[src/rtl/data_stack_pkg.sv]
// data_stack_pkg: stack operation encoding, decoded from {push, pop, load_stk}.
package data_stack_pkg;
   typedef enum logic [2:0] {
      STK_HOLD    = 3'b000,
      STK_REPLACE = 3'b001,
      STK_DROP    = 3'b010,
      STK_BINOP   = 3'b011,
      STK_DUP     = 3'b100,
      STK_PUSH    = 3'b101,
      STK_PP      = 3'b110,
      STK_PPL     = 3'b111
   } stk_op_e;
endpackage

[src/rtl/stack_ram.sv]
// stack_ram: spill array with one synchronous write port and one asynchronous read port.
module stack_ram #(
   parameter int WIDTH = 16,
   parameter int DEPTH = 16,
   parameter int AW    = (DEPTH > 1) ? $clog2(DEPTH) : 1
) (
   input  logic             clk,
   input  logic             we,
   input  logic [AW-1:0]    waddr,
   input  logic [WIDTH-1:0] wdata,
   input  logic [AW-1:0]    raddr,
   output logic [WIDTH-1:0] rdata
);
   logic [WIDTH-1:0] r_mem [DEPTH];
   always_ff @(posedge clk)
      if (we) r_mem[waddr] <= wdata;
   assign rdata = r_mem[raddr];
endmodule

[src/rtl/data_stack.sv]
// data_stack: two-register top-of-stack with spill array, sticky overflow/underflow flags.
module data_stack
   import data_stack_pkg::*;
#(
   parameter int WIDTH = 16,
   parameter int DEPTH = 16,
   localparam int DW = $clog2(DEPTH + 3),
   localparam int AW = (DEPTH > 1) ? $clog2(DEPTH) : 1
) (
   input  logic             clk,
   input  logic             rst,
   input  logic             push,
   input  logic             pop,
   input  logic             load_stk,
   input  logic [WIDTH-1:0] data_in,
   output logic [WIDTH-1:0] stk0,
   output logic [WIDTH-1:0] stk1,
   output logic [DW-1:0]    depth,
   output logic             overflow,
   output logic             underflow
);
   logic [WIDTH-1:0] r_stk0, r_stk1;
   logic [DW-1:0]    r_depth;
   logic             r_ovf, r_udf;
   stk_op_e          w_op;
   logic             w_full, w_empty, w_we;
   logic [DW-1:0]    w_spill;
   logic [AW-1:0]    w_waddr, w_raddr;
   logic [WIDTH-1:0] w_rdata, w_top;
   assign w_op    = stk_op_e'({push, pop, load_stk});
   assign w_full  = r_depth == DW'(DEPTH + 2);
   assign w_empty = r_depth == '0;
   assign w_spill = (r_depth >= DW'(2)) ? r_depth - DW'(2) : '0;
   assign w_waddr = w_spill[AW-1:0];
   assign w_raddr = w_waddr - AW'(1);
   // Only spill stk1 once both top registers are occupied.
   assign w_we    = push && !pop && !w_full && (r_depth >= DW'(2));
   assign w_top   = (w_spill != '0) ? w_rdata : '0;
   stack_ram #(.WIDTH(WIDTH), .DEPTH(DEPTH), .AW(AW)) u_ram (
      .clk   (clk),
      .we    (w_we),
      .waddr (w_waddr),
      .wdata (r_stk1),
      .raddr (w_raddr),
      .rdata (w_rdata)
   );
   always_ff @(posedge clk or posedge rst) begin
      if (rst) begin
         r_stk0  <= '0;
         r_stk1  <= '0;
         r_depth <= '0;
         r_ovf   <= 1'b0;
         r_udf   <= 1'b0;
      end else begin
         case (w_op)
            STK_REPLACE: begin
               r_stk0 <= data_in;
               if (w_empty) r_depth <= DW'(1);
            end
            STK_DUP, STK_PUSH:
               if (w_full) r_ovf <= 1'b1;
               else begin
                  r_stk1  <= r_stk0;
                  r_stk0  <= load_stk ? data_in : r_stk0;
                  r_depth <= r_depth + DW'(1);
               end
            STK_DROP, STK_BINOP:
               if (w_empty) r_udf <= 1'b1;
               else begin
                  r_stk0  <= load_stk ? data_in : r_stk1;
                  r_stk1  <= w_top;
                  r_depth <= r_depth - DW'(1);
               end
            STK_PP, STK_PPL:
               if (load_stk) r_stk0 <= data_in;
            default: ;
         endcase
      end
   end
   assign stk0      = r_stk0;
   assign stk1      = r_stk1;
   assign depth     = r_depth;
   assign overflow  = r_ovf;
   assign underflow = r_udf;
endmodule
[config.mk]
export PLATFORM = sky130hd
export DESIGN_NAME = data_stack
export DESIGN_NICKNAME = d
export VERILOG_FILES = /design/src/rtl/data_stack_pkg.sv /design/src/rtl/stack_ram.sv /design/src/rtl/data_stack.sv
export SDC_FILE = /design/constraint.sdc
export NUM_CORES = 1
export LEC_CHECK = 0
export CORE_ASPECT_RATIO = 0.8
export CORE_MARGIN = 3
export CORE_UTILIZATION = 50
export DETAILED_ROUTE_END_ITERATION = 7
export GPL_TIMING_DRIVEN = 0
export PLACE_DENSITY = 0.65
export SYNTH_ARGS = -nofsm -noshare
export SYNTH_HDL_FRONTEND = slang
export SYNTH_SLANG_ARGS = --single-unit
[constraint.sdc]
create_clock -name clk -period 9.1 [get_ports clk]
set_input_delay 1.82 -clock clk [delete_from_list [all_inputs] [get_ports clk]]
set_output_delay 1.82 -clock clk [all_outputs]
set_load 0.05 [all_outputs]
==> results of run 1 <==
-- per-layer routing --
layer  vias to the layer above  global-route usage, %  wire length [um]
met1                      3387                   35.0             12600
li1                       2770                      -                 -
met4                         0                   3.90               396
met3                        31                   3.54              2000
met2                       238                   33.0             12600
met5                         -                      0                 0
-- metrics by stage --
step	cell area, um2	utilization, %	std cells
finish	13900	59.0	1071
global route	13900	59.0	1071
CTS	13900	59.0	1071
detailed placement	13000	55.2	1020
global placement	13000	55.2	1020
floorplan	12000	-	649
-- flip-flops by register name, summed over array words and instances, names as in the netlist --
name and cells:
depth 5, overflow 1, stk0 16, stk1 16, u_ram.r_mem 256, underflow 1
-- worst max-delay path by stage --
stage | slack [ns] | depth (start not counted) | end
6_report | 4.85 | 6 | u_ram.r_mem[6][5]
5_1_grt | 4.59 | 13 | stk1[8]
4_1_cts | 4.86 | 6 | u_ram.r_mem[6][5]
3_5_place_dp | 4.34 | 6 | u_ram.r_mem[6][5]
3_3_place_gp | 4.45 | 6 | u_ram.r_mem[7][5]
2_1_floorplan | 5.65 | 8 | depth[4]
-- logic make-up after synthesis --
family / Yosys count / synth area share (%)
compound gates: 70 / 3.57
flops: 295 / 72.1
mux: 115 / 16.6
fa+ha+maj: 9 / 1.00
buf+inv: 39 / 1.71
xor+xnor: 4 / 0.292
simple gates: 117 / 4.75
-- cell usage after synthesis, types with 2 or more instances --
| library cell | n |
|---|---|
| sky130_fd_sc_hd__a211oi_1 | 2 |
| sky130_fd_sc_hd__ha_1 | 8 |
| sky130_fd_sc_hd__dfrtp_1 | 39 |
| sky130_fd_sc_hd__a31oi_1 | 16 |
| sky130_fd_sc_hd__nand2b_1 | 6 |
| sky130_fd_sc_hd__a21oi_1 | 5 |
| sky130_fd_sc_hd__nand2_1 | 53 |
| sky130_fd_sc_hd__mux2_2 | 30 |
| sky130_fd_sc_hd__o21ai_0 | 33 |
| sky130_fd_sc_hd__and2_1 | 17 |
| sky130_fd_sc_hd__a22o_1 | 2 |
| sky130_fd_sc_hd__and3_1 | 2 |
| sky130_fd_sc_hd__edfxtp_1 | 256 |
| sky130_fd_sc_hd__buf_2 | 8 |
| sky130_fd_sc_hd__nor2b_1 | 4 |
| sky130_fd_sc_hd__buf_6 | 6 |
| sky130_fd_sc_hd__a21o_1 | 4 |
| sky130_fd_sc_hd__clkbuf_1 | 16 |
| sky130_fd_sc_hd__nor3b_1 | 3 |
| sky130_fd_sc_hd__nand3_1 | 2 |
| sky130_fd_sc_hd__mux4_2 | 64 |
| sky130_fd_sc_hd__nor2_1 | 19 |
| sky130_fd_sc_hd__inv_1 | 6 |
| sky130_fd_sc_hd__xnor2_1 | 4 |
| sky130_fd_sc_hd__mux2i_1 | 21 |
-- power by group --
part / leakage (nW) / switching (W) / internal (W) / total (W)
clock: 0.436 / 0.000488 / 0.000640 / 0.00113
sequential: 2.77 / 0.000272 / 0.00182 / 0.00209
combinational: 1.40 / 0.00141 / 0.00109 / 0.00250
-- final cells by class --
type	instances	area share [%]
buffer	32	1.29
timing repair buffer	59	4.26
multi-input combinational	315	22.7
clock buffer	35	5.39
tap	312	2.81
clock inverter	16	0.974
inverter	7	0.189
sequential	295	62.4
==> summary by stage, run 1 <==
STA
The number of max-slew violations in the final report is 0. The transition at the pin with the smallest max-transition slack is 1.11 ns. The final critical delay including setup and external delays is roughly 4.2 ns. The setup violation total in the final timing report is 0. The worst hold slack after final layout is 0.486 ns. For the final routed database, the setup TNS stands at 0 ns. Setup repair after global routing left no endpoint under its margin. The maximum clock rate is 236 MHz. Setup slack closes at 4.85 ns.

The total count of hold-check failures in the final report is 0. The worst slew margin relative to its limit is approximately a quarter. The period utilization is a little under half. The setup skew after layout is between 0.008 and 0.009 ns.

Finish
The number of inserted filler cells in the final layout is approximately 1800. The footprint of the multi-input gates is 3140 um2. The library cells used most frequently in the layout, excluding fill and tap cells, are sky130_fd_sc_hd__edfxtp_1, sky130_fd_sc_hd__mux4_2, sky130_fd_sc_hd__clkdlybuf4s50_1.

Relative to the synthesized area, the layout overhead comes to 15.5%. Of the cells placed in the final design, the portion with a size suffix greater than 1 is between 20% and 30%. The library cell used most frequently in the layout, excluding fill and tap cells, is sky130_fd_sc_hd__edfxtp_1. The number of antenna repair diodes is 0. The net count of the finished layout is slightly below 800. Registers take roughly 8700 um2.

Worst hold path
The destination of the worst hold path is underflow. The startpoint of the tightest hold check path is underflow. The instance count along the most critical hold path is 1.

The path class of the tightest hold or removal check is reg -> reg.

Placement
The post-placement worst setup slack is approximately 4.3 ns. The final HPWL from detailed placement is 17.3 mm. The placer's final routability congestion estimate is ~0.9.

The number of buffer cells added on primary ports is 59.

Setup path
The worst setup path is launched from a primary input. Data on the critical path arrives at its endpoint at around 4.4 ns. The setup check on the worst reg-to-reg path leaves a slack of 4.90 ns. The worst setup path startpoint is pop. The depth of the most critical reg-to-reg path is 13. For this design, the slowest cell found on the critical path is sky130_fd_sc_hd__and2_1. The largest single stage delay on the critical path is between 0.8 and 0.9 ns.

Counting both buffers and inverters, the worst setup path holds a total of 2. Traced cell by cell, the critical path runs through clkdlybuf4s50_1, nand2b_1, a21o_1, clkbuf_1, nor3b_1, and2_1. The category of the most critical setup path is in -> reg. The critical path capture point type is a register. The launch point of the worst reg-to-reg path is depth[1]. The data required time at the worst endpoint is roughly 9.3 ns. The worst register-to-register path ends at stk1[10]. Among cell families on the critical path, the largest total delay comes from simple AND/OR/NAND/NOR gates. In this run the worst path has a maximum fanout of 16.

Logic synthesis
The per-instance average area after synthesis is 18.5 um2. Synthesis produced a netlist whose cell count is about 650. In the synthesized netlist the dominant register cell turns out to be sky130_fd_sc_hd__edfxtp_1. Sorting the synthesized cells by area gives the leading types as sky130_fd_sc_hd__edfxtp_1, sky130_fd_sc_hd__mux4_2, sky130_fd_sc_hd__dfrtp_1, sky130_fd_sc_hd__mux2_2, sky130_fd_sc_hd__mux2i_1. The post-synthesis register bit count is around 300. Of the post-synthesis cell area, the dominant cell type holds ~64%. Yosys printed 0 warnings. The proportion of synthesized flip-flops having asynchronous set or reset is a little over an eighth. The net count after synthesis is between 600 and 700. The share of synthesized area occupied by flip-flops and latches is roughly 72%. The number of different library cells used by synthesis comes to 48. The post-synthesis cell type with the largest combined area is sky130_fd_sc_hd__edfxtp_1. The cell area after synthesis is about 12000 um2. The number of synthesized flops with an enable pin is about 260.

Route
The routed wire length per instance is approximately 26 um. In the routed design, unresolved DRC markers number 0. The via count is ~6400. After detailed routing, the total wire length is around 28 mm.

The via count normalized by instance count is roughly 6. The remaining number of nets flagged by the antenna check after routing is 0. The detailed-routing iteration count for the pre-antenna-repair pass is 5. After the first detailed-routing iteration, the DRC count stood at 606.

Power and ir drop
Summed over all cells, the static leakage comes to between 4 and 5 nW. After layout, the design draws a total of approximately 0.0057 W. The highest ir drop seen on vdd is around 0.00024 V. Power spread over the standard cell area amounts to about 400 nW/um2.

Floorplanning
The die area is between 20000 and 30000 um2. The region available for standard cell placement spans between 20000 and 25000 um2. The effective utilization at floorplan is between 50% and 60%. The die width is 179 um. The die boundary height is 145 um. The number of placed I/O pins is 60. The number of rows in the core area is 50.

Global routing
The total congestion overflow after global routing is 0. The wire length of the first global-routing pass is 41.5 mm. Across every metal layer, demand over resource in global routing totals 22.0%. The via count of the first global-routing pass is 6378. The initial antenna violation count is 0. The largest net degree at the start of global routing is 40.

Clocking
The number of clock buffers added by TritonCTS is 29. The clock tree from TritonCTS is built. The clock root buffer master is sky130_fd_sc_hd__clkbuf_16. In this run the number of H-tree levels came out at 1. For this design, the CTS-stage hold fixing added 0 buffers. The clock sink count is 295. The later-pin clock latency in the skew report is roughly 0.54 ns. The maximum clock path buffer count is 3. Clock-pin slew was measured on the worst setup and hold paths at around 0.060 ns. The number of setup buffers added after CTS is 0. Post-CTS repair changed the size of 0 cells.

Outcome
The flow ran to the end, and the final reports show no timing, DRC or antenna violations.

Job
The max-cap violation count is 0.
(Power assumes the default switching activity.)
==> inputs of run 2 (changes only) <==
==> constraint.sdc (replaced) <==
create_clock -name clk -period 4.13 [get_ports clk]
set_input_delay 0.826 -clock clk [delete_from_list [all_inputs] [get_ports clk]]
set_output_delay 0.826 -clock clk [all_outputs]
set_load 0.05 [all_outputs]
==> summary by stage, run 2 (same netlist as run 1, synthesis figures left out) <==
Setup path
The setup slack on the worst flop-to-flop path is 0.28 ns (was 4.90 ns). The critical register-to-register path endpoint is stk1[15] (was stk1[10]). The data required time at the worst endpoint is 4.54 ns (was 9.26 ns). The delay of the slowest critical-path stage is 0.56 ns (was 0.87 ns).

Worst-path cell chain: inv_1, ha_1, nor3b_2, nor2b_1, buf_4, clkinv_1, ha_1, xnor2_1, buf_2, mux2_2, nand2_1, a31oi_1 (was clkdlybuf4s50_1, nand2b_1, a21o_1, clkbuf_1, nor3b_1, and2_1). The largest fanout on the critical path is 11 (was 16). The gate family responsible for the most delay along the worst path is buffers and inverters (was simple AND/OR/NAND/NOR gates). The launch point of the worst reg-to-reg path is depth[1] (unchanged). The critical path capture point type is a register (unchanged). The count of buffering cells on the critical path with inverters included is 4 (was 2). The worst setup path startpoint is depth[1] (was pop). The endpoint arrival time on the critical path was 4.26 ns (was 4.41 ns). Counting stages on the worst path, the most repeated cell is sky130_fd_sc_hd__ha_1.

The cell with the biggest individual delay on the critical path is sky130_fd_sc_hd__dfrtp_1 (was sky130_fd_sc_hd__and2_1). The kind of launch point of the worst setup path is a register (was primary input). The depth of the most critical reg-to-reg path came to 12 (was 13). The category of the most critical setup path is reg -> reg (was in -> reg).

Finish
The number of antenna repair diodes is 0 (unchanged). The leading cell type in the layout, fill and taps excluded is sky130_fd_sc_hd__edfxtp_1 (unchanged). The fraction of layout cells with a size suffix above 1 was 21.2% (was 20.4%). The final layout net count was 768 (was 769). The area overhead of the layout relative to synthesis is 15.6% (was 15.5%). The number of inserted filler cells in the final layout came to 1790 (was 1791). The top register by number of flip-flops is u_ram.r_mem (unchanged). The count of placed standard cells in the final layout, fillers left out was 1070 (was 1071). The flip-flop count of the largest register after layout is 256 (unchanged).

Most frequent cells in the layout: sky130_fd_sc_hd__edfxtp_1, sky130_fd_sc_hd__mux4_2, sky130_fd_sc_hd__clkdlybuf4s50_1 (unchanged).

Clocking
The clock tree from TritonCTS is built (unchanged). The clock root buffer master is sky130_fd_sc_hd__clkbuf_16 (unchanged). The number of H-tree levels came to 1 (unchanged). The number of setup buffers added after CTS is 0 (unchanged). The clock sink count is 295 (unchanged). The clock slew at the register clock pins of the worst setup and hold paths is 0.06 ns (about the same). The CTS buffer count was 29 (unchanged). The later-pin clock latency in the skew report was 0.54 ns (about the same). The maximum clock path buffer count is 3 (unchanged).

Floorplanning
The die area came to 25900 um2 (unchanged). The core box area is 23500 um2 (unchanged). The die boundary height was 145 um (unchanged). The number of rows in the core area was 50 (unchanged). The die width is 179 um (unchanged).

The effective utilization at floorplan is 51.1% (unchanged). The number of placed I/O pins came to 60 (unchanged).

Job
The max-cap violation count is 0 (unchanged).

Worst hold path
The startpoint of the tightest hold check path is underflow (unchanged). The path category of the worst min-delay check is reg -> reg (unchanged). The destination of the worst hold path was underflow (unchanged). The instance count along the most critical hold path is 1 (unchanged).

STA
The maximum clock rate is ~260 MHz. Of the available clock period, the critical path in the final layout requires between 90% and 100%. The worst path in the final design needs a cycle of approximately 3.8 ns, including I/O delays and setup.

The worst slew margin relative to its limit was 26.3% (was 26.2%). The transition at the pin with the smallest max-transition slack is 1.11 ns (about the same). The setup violation total in the final timing report is 0 (unchanged).

The setup skew after layout is 0.00815 ns (was 0.00877 ns). The worst-case setup margin in the final layout was 0.282 ns (was 4.85 ns). RSZ-0062 raised after global routing: true (was false).

The worst hold slack after final layout is 0.486 ns (about the same). The total count of hold-check failures in the final report is 0 (unchanged). The number of max-slew violations in the final report was 0 (unchanged).

Placement
The number of buffer cells added on primary ports is 59 (unchanged). The placer's final routability congestion estimate was 0.885 (unchanged). The final HPWL from detailed placement is 17.3 mm (unchanged). The post-placement worst setup slack was -0.0605 ns (was 4.34 ns). The cell count after placement is 1020 (unchanged).

Route
The via count normalized by instance count is 5.98 (was 6.00). The via count is 6403 (was 6426). The remaining number of nets flagged by the antenna check after routing is 0 (unchanged).

The routed wire length per instance is 25.8 um (about the same). The DRC marker count from the first detailed-route iteration is 672 (was 606). The detailed-routing iteration count for the pre-antenna-repair pass is 5 (unchanged). The total routed wirelength is 27.6 mm (about the same). The count of unresolved DRC violations after routing is 0 (unchanged).

Outcome
Result of the run: complete, no violations (unchanged).

Power and ir drop
The power density over cell area is 907 nW/um2 (was 412 nW/um2). The static leakage is 4.63 nW (was 4.61 nW). The post-layout total power came to 0.0126 W (was 0.00572 W).

The highest ir drop seen on vdd was 0.000532 V (was 0.000242 V).

Global routing
The initial antenna violation count is 0 (unchanged). The wire length of the first global-routing pass came to 41.5 mm (unchanged). The combined global-route utilization of all metal layers was 22.0% (unchanged). The total congestion overflow after global routing is 0 (unchanged). The largest net degree at the start of global routing is 40 (unchanged). The via count of the first global-routing pass came to 6378 (unchanged).
[run 2: final cells by class]
type	instances	area, um2	area share [%]
clock inverters	16	135	0.974
flip-flops and latches	295	8660	62.4
multi-input cells	315	3140	22.7
inverters	7	26.3	0.189
well taps	312	390	2.81
clock buffers	35	748	5.39
repair buffers	59	591	4.25
plain buffers	31	183	1.32
[run 2: worst max path at each step]
stage	slack [ns]	depth (start not counted)	to
floorplan	0.69	13	stk1[14]
global route	-0.04	12	stk1[15]
global placement	-0.02	13	stk1[0]
CTS	0.0002	13	stk1[3]
finish	0.28	12	stk1[15]
detailed placement	-0.06	13	stk1[10]
[run 2: power by group]
part | internal (W) | switching (W) | total [W]
logic | 0.00241 | 0.00309 | 0.00550
registers | 0.00400 | 0.000603 | 0.00461
clock network | 0.00141 | 0.00107 | 0.00248
[run 2: layer usage]
layer	track usage [%]	routed length [um]
met5	0	0
met4	3.90	396
met3	3.54	1780
met2	33.0	12600
met1	35.0	12800
[run 2: repair_timing]
action / CTS / global route
resized for setup: 5 / 2
setup endpoints to repair: 13 / 16
hold buffers: 0 / 0
[run 2: through the flow]
stage	TNS (ns)	cell area, um2	utilization, %
floorplan	0	12000	-
global placement	-0.0351	13000	55.2
detailed placement	-0.406	13000	55.2
CTS	0	13900	59.0
global route	-0.325	13900	59.0
finish	0	13900	59.0
==> inputs of run 3 (changes only) <==
--- a/config.mk
+++ b/config.mk
@@ -7,10 +7,11 @@
 export LEC_CHECK = 0
 export CORE_ASPECT_RATIO = 0.8
 export CORE_MARGIN = 3
-export CORE_UTILIZATION = 50
+export CORE_UTILIZATION = 40
 export DETAILED_ROUTE_END_ITERATION = 7
 export GPL_TIMING_DRIVEN = 0
-export PLACE_DENSITY = 0.65
+export HOLD_SLACK_MARGIN = 0.03
+export PLACE_DENSITY = 0.54
 export SYNTH_ARGS = -nofsm -noshare
 export SYNTH_HDL_FRONTEND = slang
 export SYNTH_SLANG_ARGS = --single-unit
==> summary by stage, run 3 (same netlist as run 1, synthesis figures left out) <==
Floorplanning
The number of rows in the core area came to 56 (was 50). The die area is 32200 um2 (was 25900 um2). The die boundary height is 161 um (was 145 um).

The effective utilization at floorplan is 40.8% (was 51.1%). The die width is 200 um (was 179 um). The core box area was 29400 um2 (was 23500 um2). The number of placed I/O pins is 60 (unchanged).

Finish
The fraction of layout cells with a size suffix above 1 is 21.1% (was 21.2%). The top register by number of flip-flops is u_ram.r_mem (unchanged). The leading cell type in the layout, fill and taps excluded is sky130_fd_sc_hd__edfxtp_1 (unchanged).

Most frequent cells in the layout: sky130_fd_sc_hd__edfxtp_1, sky130_fd_sc_hd__mux4_2, sky130_fd_sc_hd__clkdlybuf4s50_1 (unchanged). The final design instance area without fill is 14000 um2 (was 13900 um2). The flip-flop count of the largest register after layout is 256 (unchanged). The final layout net count is 768 (unchanged).

The count of placed standard cells in the final layout, fillers left out came to 1135 (was 1070). The number of antenna repair diodes is 0 (unchanged). The area overhead of the layout relative to synthesis came to 16.2% (was 15.6%).

STA
The setup skew after layout was 0.00677 ns (was 0.00815 ns). The setup violation total in the final timing report was 0 (unchanged). The worst slew margin relative to its limit is 20.1% (was 26.3%). The total count of hold-check failures in the final report is 0 (unchanged). The worst-case setup margin in the final layout was 0.313 ns (was 0.282 ns). The period utilization was 92.4% (was 93.2%). RSZ-0062 raised after global routing: false (was true).

The worst hold slack after final layout is 0.477 ns (was 0.486 ns). The maximum clock rate is 262 MHz (was 260 MHz). The number of max-slew violations in the final report was 0 (unchanged). The final critical delay including setup and external delays came to 3.82 ns (was 3.85 ns). The transition at the pin with the smallest max-transition slack is 1.20 ns (was 1.11 ns).

Route
The DRC marker count from the first detailed-route iteration is 416 (was 672). The routed wire length per instance came to 25.6 um (was 25.8 um). The via count was 6335 (was 6403). The count of unresolved DRC violations after routing is 0 (unchanged). The via count normalized by instance count came to 5.58 (was 5.98).

The detailed-routing iteration count for the pre-antenna-repair pass is 5 (unchanged). The total routed wirelength came to 29.0 mm (was 27.6 mm). The remaining number of nets flagged by the antenna check after routing is 0 (unchanged).

Power and ir drop
The relative contribution of combinational cells to total power is 44.4% (was 43.7%). The cell-internal power came to 0.00782 W (was 0.00783 W). The highest ir drop seen on vdd is 0.000493 V (was 0.000532 V).

The power density over cell area is 912 nW/um2 (was 907 nW/um2). The static leakage is 4.62 nW (was 4.63 nW). The net switching component of the power came to 0.00491 W (was 0.00477 W). The post-layout total power was 0.0127 W (was 0.0126 W). The proportion of total power due to net switching is 38.6% (was 37.8%). The fraction of power consumed by sequential logic came to 36.4% (was 36.6%). The fraction of power consumed by the clock network is 19.3% (was 19.7%).

Clocking
The clock sink count came to 295 (unchanged). The clock root buffer master is sky130_fd_sc_hd__clkbuf_16 (unchanged). The clock tree from TritonCTS is built (unchanged). The clock slew at the register clock pins of the worst setup and hold paths is 0.06 ns (about the same). The number of instances resized during post-cts repair came to 5 (unchanged). The number of H-tree levels is 1 (unchanged). The later-pin clock latency in the skew report is 0.54 ns (about the same). The CTS buffer count was 29 (unchanged). The count of hold buffers inserted by post-cts repair is 0 (unchanged). The maximum clock path buffer count is 3 (unchanged).

The number of setup buffers added after CTS came to 0 (unchanged).

Job
The max-cap violation count is 0 (unchanged).

Global routing
The wire length of the first global-routing pass came to 42.9 mm (was 41.5 mm). The largest net degree at the start of global routing is 40 (unchanged). The initial antenna violation count is 0 (unchanged).

The combined global-route utilization of all metal layers is 18.3% (was 22.0%). The total congestion overflow after global routing is 0 (unchanged). The via count of the first global-routing pass is 6333 (was 6378).

Setup path
The setup slack on the worst flop-to-flop path came to 0.31 ns (was 0.28 ns). The kind of launch point of the worst setup path is a register (unchanged). The depth of the most critical reg-to-reg path is 12 (unchanged). The largest fanout on the critical path is 11 (unchanged).

The data required time at the worst endpoint is 4.55 ns (was 4.54 ns). The critical register-to-register path endpoint is stk1[15] (unchanged). The endpoint arrival time on the critical path came to 4.24 ns (was 4.26 ns). The worst setup path startpoint is depth[1] (unchanged). The critical path capture point type is a register (unchanged). The launch point of the worst reg-to-reg path is depth[1] (unchanged). The category of the most critical setup path was reg -> reg (unchanged).

Worst hold path
The destination of the worst hold path is underflow (unchanged). The path category of the worst min-delay check was reg -> reg (unchanged). The startpoint of the tightest hold check path is underflow (unchanged). The instance count along the most critical hold path was 1 (unchanged).

Placement
The cell count after placement is 1085 (was 1020). The final HPWL from detailed placement came to 18.4 mm (was 17.3 mm). The placer's final routability congestion estimate was 0.845 (was 0.885). The standard cell area after detailed placement is 13100 um2 (was 13000 um2). The post-placement worst setup slack came to -0.139 ns (was -0.0605 ns). The number of buffer cells added on primary ports is 59 (unchanged).

Outcome
Result of the run: complete, no violations (unchanged).
-- run 3: changes by cell type in the layout (fill, tap and decap cells not counted), sizes merged --
cell | before | now
clkinv | 12 | 9
bufinv | 2 | 1
inv | 8 | 7
clkbuf | 51 | 56
-- run 3: worst max-delay path by stage --
| stage | end | depth (start not counted) |
|---|---|---|
| floorplan | stk1[14] | 13 |
| global placement | stk1[10] | 13 |
| detailed placement | stk1[10] | 13 |
| CTS | stk1[4] | 13 |
| global route | stk1[15] | 12 |
| finish | stk1[15] | 12 |
-- run 3: power by group through the flow --
| stage | combinational, W | sequential [W] | clock (W) |
|---|---|---|---|
| after global placement | 0.00558 | 0.00462 | 0 |
| final | 0.00564 | 0.00463 | 0.00245 |
| after detailed placement | 0.00562 | 0.00469 | 0 |
| after global routing | 0.00598 | 0.00472 | 0.00262 |
| after floorplan | 0.00333 | 0.00492 | 0 |
| after CTS | 0.00566 | 0.00463 | 0.00250 |
-- run 3: per-stage QoR --
stage / setup TNS [ns] / utilization (%)
global placement: -0.650 / 44.4
global route: 0 / 47.4
finish: 0 / 47.4
detailed placement: -1.50 / 44.4
floorplan: 0 / -
CTS: 0 / 47.4
-- run 3: final cells by class --
class,count,area [um2]
Sequential cell,295,8660
Tap cell,377,472
Clock inverter,11,82.6
Buffer,31,183
Inverter,7,26.3
Timing Repair Buffer,59,591
Multi-Input combinational cell,315,3150
Clock buffer,40,787
Fill cell,2486,15500
-- run 3: metal layers --
metal / global-route usage, % / share of wire (%) / wire length (um)
met2: 26.3 / 43 / 12600
met5: 0 / 0 / 0
met1: 30.4 / 49 / 14200
met3: 2.36 / 6.2 / 1810
met4: 2.82 / 1.4 / 420
-- run 3: critical path: stages, from the launching register on --
cell and delay [ns]:
sky130_fd_sc_hd__dfrtp_1 0.53, sky130_fd_sc_hd__inv_1 0.14, sky130_fd_sc_hd__ha_1 0.28, sky130_fd_sc_hd__nor3b_2 0.32, sky130_fd_sc_hd__nor2b_1 0.08, sky130_fd_sc_hd__buf_4 0.19
sky130_fd_sc_hd__buf_6 0.18, sky130_fd_sc_hd__ha_1 0.58, sky130_fd_sc_hd__clkbuf_2 0.44, sky130_fd_sc_hd__mux4_2 0.38, sky130_fd_sc_hd__mux2_2 0.32, sky130_fd_sc_hd__nand2_1 0.12
sky130_fd_sc_hd__a31oi_1 0.10
